File: src/rtl/bus_xfer_pkg.sv
// Shared types, sizes and helpers for the bus transfer sequencer.
package bus_xfer_pkg;

  localparam int unsigned NUM_REQ  = 4;
  localparam int unsigned NUM_REGS = 16;
  localparam int unsigned IDX_W    = $clog2(NUM_REGS);
  localparam int unsigned REQ_W    = $clog2(NUM_REQ);

  typedef enum logic [1:0] {
    IDLE  = 2'd0,
    DRIVE = 2'd1,
    WRITE = 2'd2,
    DONE  = 2'd3
  } xfer_state_t;

  // Register index to one-hot register select.
  function automatic logic [NUM_REGS-1:0] reg_onehot(input logic [IDX_W-1:0] idx);
    logic [NUM_REGS-1:0] v;
    v      = '0;
    v[idx] = 1'b1;
    return v;
  endfunction

  // Requester index to one-hot requester vector.
  function automatic logic [NUM_REQ-1:0] req_onehot(input logic [REQ_W-1:0] idx);
    logic [NUM_REQ-1:0] v;
    v      = '0;
    v[idx] = 1'b1;
    return v;
  endfunction

endpackage

File: src/rtl/rr_arbiter.sv
// Requester arbiter. BUS_XFER_RR_EN selects round-robin starting at ptr;
// otherwise fixed priority, lowest index wins.
module rr_arbiter
  import bus_xfer_pkg::*;
(
  input  logic [NUM_REQ-1:0] req,
`ifdef BUS_XFER_RR_EN
  input  logic [REQ_W-1:0]   ptr,
`endif
  output logic [NUM_REQ-1:0] grant,
  output logic [REQ_W-1:0]   grant_idx,
  output logic               any
);

  logic        found;
  int unsigned idx;

  // Scan requesters from the search start, first valid one wins.
  always_comb begin
    grant     = '0;
    grant_idx = '0;
    found     = 1'b0;
    idx       = 0;
    for (int unsigned i = 0; i < NUM_REQ; i++) begin
`ifdef BUS_XFER_RR_EN
      idx = (32'(ptr) + i) % NUM_REQ;
`else
      idx = i;
`endif
      if (!found && req[REQ_W'(idx)]) begin
        found     = 1'b1;
        grant_idx = REQ_W'(idx);
      end
    end
    if (found) begin
      grant = req_onehot(grant_idx);
    end
    any = found;
  end

endmodule

File: src/rtl/bus_xfer_sequencer.sv
// Arbitrates register-to-register transfer requests and sequences the shared
// bus: DRIVE (source onto bus), WRITE (destination loads), DONE (pulse).
// Optional macro BUS_XFER_RR_EN: round-robin arbitration instead of fixed priority.
module bus_xfer_sequencer
  import bus_xfer_pkg::*;
(
  input  logic                     clock,
  input  logic                     clear,
  input  logic [NUM_REQ-1:0]       req_valid,
  input  logic [NUM_REQ*IDX_W-1:0] req_src,
  input  logic [NUM_REQ*IDX_W-1:0] req_dst,
  output logic [NUM_REQ-1:0]       req_ready,
  output logic [NUM_REQ-1:0]       done,
  output logic [NUM_REGS-1:0]      reg_out,
  output logic [NUM_REGS-1:0]      reg_in,
  output logic                     busy,
  output logic [REQ_W-1:0]         grant_id
);

  xfer_state_t         state, state_d;
  logic [IDX_W-1:0]    src_q, dst_q;
  logic [NUM_REQ-1:0]  win_grant;
  logic [REQ_W-1:0]    win_idx;
  logic                win_any;
  logic [IDX_W-1:0]    sel_src, sel_dst;
  logic                accept;
  logic [NUM_REGS-1:0] reg_out_d, reg_in_d;
  logic [NUM_REQ-1:0]  done_d;
  logic                busy_d;

`ifdef BUS_XFER_RR_EN
  logic [REQ_W-1:0] rr_ptr;

  // Round-robin pointer moves just past each accepted requester.
  always_ff @(posedge clock or negedge clear) begin
    if (!clear) begin
      rr_ptr <= '0;
    end else if (accept) begin
      rr_ptr <= REQ_W'((32'(win_idx) + 1) % NUM_REQ);
    end
  end
`endif

  rr_arbiter u_arb (
    .req       (req_valid),
`ifdef BUS_XFER_RR_EN
    .ptr       (rr_ptr),
`endif
    .grant     (win_grant),
    .grant_idx (win_idx),
    .any       (win_any)
  );

  assign sel_src = req_src[win_idx*IDX_W +: IDX_W];
  assign sel_dst = req_dst[win_idx*IDX_W +: IDX_W];

  // State register.
  always_ff @(posedge clock or negedge clear) begin
    if (!clear) begin
      state <= IDLE;
    end else begin
      state <= state_d;
    end
  end

  // Next state, accept handshake and next values of the registered enables.
  always_comb begin
    state_d   = state;
    req_ready = '0;
    accept    = 1'b0;
    reg_out_d = '0;
    reg_in_d  = '0;
    done_d    = '0;
    case (state)
      IDLE: begin
        if (win_any && clear) begin
          req_ready = win_grant;
          accept    = 1'b1;
          state_d   = DRIVE;
          reg_out_d = reg_onehot(sel_src);
        end
      end
      DRIVE: begin
        state_d   = WRITE;
        reg_out_d = reg_onehot(src_q);
        reg_in_d  = reg_onehot(dst_q);
      end
      WRITE: begin
        state_d = DONE;
        done_d  = req_onehot(grant_id);
      end
      DONE: begin
        state_d = IDLE;
      end
      default: begin
        state_d = IDLE;
      end
    endcase
    busy_d = (state_d != IDLE);
  end

  // Capture the winner's transfer so requesters may drop valid afterwards.
  always_ff @(posedge clock or negedge clear) begin
    if (!clear) begin
      src_q    <= '0;
      dst_q    <= '0;
      grant_id <= '0;
    end else if (accept) begin
      src_q    <= sel_src;
      dst_q    <= sel_dst;
      grant_id <= win_idx;
    end
  end

  // Registered bus selects, load enables, done pulse and busy flag.
  always_ff @(posedge clock or negedge clear) begin
    if (!clear) begin
      reg_out <= '0;
      reg_in  <= '0;
      done    <= '0;
      busy    <= 1'b0;
    end else begin
      reg_out <= reg_out_d;
      reg_in  <= reg_in_d;
      done    <= done_d;
      busy    <= busy_d;
    end
  end

endmodule

File: config.mk
export PLATFORM = sky130hd
export DESIGN_NAME = bus_xfer_sequencer
export DESIGN_NICKNAME = d
export VERILOG_FILES = /design/src/rtl/bus_xfer_pkg.sv /design/src/rtl/rr_arbiter.sv /design/src/rtl/bus_xfer_sequencer.sv
export SDC_FILE = /design/constraint.sdc
export NUM_CORES = 1
export LEC_CHECK = 0
export CORE_ASPECT_RATIO = 0.5
export CORE_MARGIN = 10
export CORE_UTILIZATION = 35
export CTS_CLUSTER_DIAMETER = 50
export DETAILED_ROUTE_END_ITERATION = 10
export GPL_TIMING_DRIVEN = 0
export PLACE_DENSITY = 0.65
export SLEW_MARGIN = 20
export SYNTH_ARGS = -nofsm -noshare
export SYNTH_HDL_FRONTEND = slang
export SYNTH_SLANG_ARGS = --single-unit
File: constraint.sdc
create_clock -name clock -period 2.3 [get_ports clock]
set_input_delay 0.46 -clock clock [delete_from_list [all_inputs] [get_ports clock]]
set_output_delay 0.46 -clock clock [all_outputs]
set_load 0.01 [all_outputs]
Word-level counts from Yosys, hierarchy flattened
Index checks and enable logic that the tools add are counted.
{ "totals": {"input_bits": 38, "regBits": 49, "elab_cells": 65, "output_inout_bits": 43} }
{ "op_classes": {"n_mux": 28, "shift": 2, "n_reduce_logical": 14, "eq_ne": 3, "magnitude_cmp": 10} }
{ "op_table": {"columns": ["operator", "count"], "rows": [
  ["16-bit two-way mux", 2],
  ["16-bit case mux with 2 select lines", 1],
  ["16-bit by 5-bit indexed part select with 4-bit output", 2],
  ["4-bit two-way mux", 4],
  ["4-bit by 5-bit less-than comparator with 1-bit output (second input constant)", 3],
  ["1-bit demux with 4-bit select", 3],
  ["4-bit by 1-bit greater-or-equal comparator with 1-bit output (second input constant)", 3],
  ["1-bit two-way mux", 12],
  ["1-bit logical AND", 9],
  ["2-bit case mux with 4 select lines", 1],
  ["2-bit by 3-bit less-than comparator with 1-bit output (second input constant)", 2],
  ["2-bit two-way mux", 3],
  ["1-bit demux with 2-bit select", 2],
  ["2-bit == test (second input constant)", 2],
  ["2-bit by 1-bit greater-or-equal comparator with 1-bit output (second input constant)", 2],
  ["1-bit zero test", 3],
  ["2-bit by 1-bit == test with 1-bit output (second input constant)", 1],
  ["2-bit zero test", 1],
  ["2-bit nonzero test", 1]
]} }

Logic depth before layout (Yosys ltp)
{ "depth": {"depth_word": 17, "ltp_mapped": 6, "depth_no_buf": 5} }

By module
From an unflattened synthesis, not the netlist that was laid out.
{ "hier_totals": {"hier_cells": 188, "area_unflattened_um2": 2158.3} }
{ "modules_own_cells": {"columns": ["mod", "seq_area_each_um2", "n_inst", "area_per_inst_um2", "cells_each"], "rows": [
  ["bus_xfer_sequencer", 1226.2, 1, 2098.3, 177],
  ["rr_arbiter", 0.0, 1, 60.1, 11]
]} }

Worst setup path before layout
OpenSTA, ideal clock, no wires.
{ "synth_timing": {"path_type": "register -> output", "startpoint": "register state[0]", "endpoint": "output req_ready[3]", "n_path_buf": 1, "arrival_ns": 1.580, "path_stages_with_launch": 7, "t_required_ns": 1.840, "slack_ns": 0.260, "cell_sequence": "dfrtp_1 inv_1 ha_1 nand3_1 or3_1 buf_2 nor3b_1"} }
{ "synth_via": {"elab_chain_len": 2} }
{ "synth_rtl": {"columns": ["item", "line_no", "text"], "rows": [
  ["start, declared", "bus_xfer_sequencer.sv:20", "xfer_state_t state, state_d;"],
  ["start signal, assigned", "bus_xfer_sequencer.sv:62", "state <= state_d;"],
  ["2-bit zero test", "bus_xfer_sequencer.sv:74", "case (state)"],
  ["4-bit two-way mux", "bus_xfer_sequencer.sv:74", null],
  ["end, declared", "bus_xfer_sequencer.sv:12", "output logic [NUM_REQ-1:0] req_ready,"]
]} }
No other way between the ends.

Worst setup path after layout
{ "layout_timing": {"startpoint": "register state[1]", "endpoint": "output req_ready[0]"} }
Same word-level chain as after synthesis.

==> impl_metrics.yaml <==
outcome:
  status: "completed"
global_routing:
  gr-usage-all-layers: 0.1225
  grt_pass1_vias: 1997
  grt_pass1_wl_um: 10340
  grt_start_max_net_pins: 31
  antenna_found_initial: 0
  overflow: 0
timing:
  report.final.slew_viol_count: 0
  clock.fmax_mhz: 451.5
  setup_viol: 0
  finClkSkew_ns: 0.001889
  tightest_slew_ns: 0.6194
  rsz0062_at_grt: "no"
  finalCriticalPeriod_ns: 2.215
  hold_viol: 0
  slew_headroom: 0.5862
  fin_crit_sh: 0.9629
pwr:
  power.density_nw_per_um2: 887.5
  peakVddDrop_mv: 0.5049
  leakage_nw: 1.440
placement:
  io_buffers: 80
  gp_congestion: 0.7769
  dp_hpwl_um: 4922
  placed_cells: 369
layout:
  fin_nets: 335
  antennaDiodeCount: 0
  syn2layout_area_growth_pct: 52.66
  final_core_utilization: 0.5531
  layout.cells.non_filler: 382
  drive_above_1_share: 0.1395
critical_path:
  critPathBufInv: 3
  max_stage_delay_ns: 0.53
  crit_family: "buffers and inverters"
  crit_path_start_kind: "register"
  arrival_ns: 1.75
  crit_slowest_cell: "clkdlybuf4s50_1"
  critical_path_required_ns: 1.84
  path_class: "register to output pin"
  path_cells: "inv_2 -> ha_4 -> buf_4 -> and3_1 -> clkdlybuf4s50_1"
  endpoint_kind: "output pin"
  critPathMaxFanout: 5
cts:
  cts_root_buf: "clkbuf_16"
  clkTransAtPathRegs_ns: 0.06
  cts_tree: "done"
  cts_buffer_depth: 2
  clock_latency_ns: 0.28
  htreeDepth: 2
  cts_made_buffers: 5
  clkSinkCount: 49
synthesis:
  ys_async_sr_fraction: 1.000
  synth_largest_area_cell: "dfrtp_1"
  ys.flop_type: "dfrtp_1"
  yosys.cell_count.top_type: "dfrtp_1"
  yosysTopAreaCellShare: 0.5543
  synth_cell_types: 42
  netlist_area_um2: 2212
  syn_avg_cell_area_um2: 11.06
  synth-seq-cells: 49
  seq_area_frac_synth: 0.5543
  netlist_top_cells_area: "dfrtp_1, o32ai_1, nand2_1"
  synth-warning-count: 0
  synth-edff-count: 0
  ys_top_cells_by_count: "dfrtp_1, nand2_1, o32ai_1"
  synthesis.nets: 242
  synth_cells: 200
route:
  vias_per_cell: 5.018
  wl_per_cell_um: 16.54
  vias: 1917
  drcViolationCount: 0
  antenna_left: 0
  drt_first_pass_iters: 4
  drt_iter0_markers: 103
  wirelength_um: 6320
floorplanning:
  rows: 20
  die_area_um2: 10090
  die_w_um: 132.4
  core_um2: 6106
  start_util: 0.3623
  ios: 81
  die_y_um: 76.22
worst_hold_path:
  hold_path.class: "input pin to async pin"
flow_run:
  maxCapViolations: 0
-- layout by cell type (no fill, tap or decap), types with 5 or more instances in the layout --
master and n:
nor3_1 8, buf_4 8, clkbuf_16 5, a221oi_1 5, nand2b_1 6, o32ai_1 16
nand3_1 5, nand2_1 16, a21oi_1 5, nand3b_1 7, dfrtp_1 49, clkdlybuf4s50_1 72
nor2_1 11, o21ai_1 7
-- logic make-up after synthesis --
kind of cell             synth area share
AO/OA/AOI/OAI                      0.1623
adder cells (fa/ha/maj)           0.02263
multiplexers                      0.01810
AND/OR/NAND/NOR                    0.2031
buffers and inverters             0.03959
flip-flops                         0.5543
-- flip-flops by register name (all words and copies together), names as in the netlist --
register  flops
reg_out      16
reg_in       16
grant_id      2
dst_q         4
done          4
src_q         4
state         2
busy          1
-- final cells by class --
cell class                      count  area, um^2
Tap cell                           88       110.1
Fill cell                         558        2729
Multi-Input combinational cell    135       938.4
Buffer                             10       80.08
Sequential cell                    49        1226
Timing Repair Buffer               88       864.6
Clock buffer                        6       128.9
Inverter                            4       15.01
Clock inverter                      2       13.76
-- path summary, 6_finish.rpt --
path | slack, ns | depth (start not counted) | to | start
worst max-delay path | 0.09 | 5 | req_ready[0] | state[1]$_DFF_PN0_
worst min-delay path | 0.09 | 1 | done[0]$_DFF_PN0_ | clear
worst max register to register | 0.47 | 5 | reg_out[3]$_DFF_PN0_ | state[1]$_DFF_PN0_
worst min register to register | 0.53 | 1 | done[1]$_DFF_PN0_ | grant_id[1]$_DFFE_PN0P_
max in group asynchronous | 1.74 | 2 | reg_out[7]$_DFF_PN0_ | clear
min in group clock | 0.53 | 1 | done[1]$_DFF_PN0_ | grant_id[1]$_DFFE_PN0P_
-- routing by layer --
metal,vias to the layer above,share of wire,global-route usage
met2,44,0.50,0.2053
met1,927,0.45,0.1572
li1,941,-,-
met5,-,0,0
met4,0,0.0070,0.02620
met3,5,0.044,0.02829
-- per-stage QoR --
stage	setup TNS [ns]	instance area, um^2	total power, mW	setup WS [ns]	hold slack (ns)
after floorplan	0	2212	1.727	0.2602	0.1644
after global placement	-80.95	3123	2.147	-2.553	0.5107
after detailed placement	-4.398	3138	2.189	-0.9111	0.4975
after CTS	0	3342	2.973	0.01109	0.09278
after global routing	0	3377	3.194	0.02549	0.1054
final	0	3377	2.997	0.08523	0.08538
-- power breakdown --
group | leakage, nW | switching [mW] | internal (mW)
registers | 0.658 | 0.137 | 1.04
logic | 0.711 | 0.556 | 0.539
clock network | 0.0712 | 0.319 | 0.406
-- what timing repair did --
| action | in CTS | in global routing |
|---|---|---|
| hold endpoints to repair | 0 | 0 |
| pin swaps | 2 | 1 |
| gates resized for setup | 34 | 3 |
| hold buffers | 0 | 0 |
| cloned | 0 | 0 |
| setup endpoints to repair | 4 | 3 |
| buffers inserted | 2 | 5 |
Note: power is estimated with default switching activity, not from simulation.
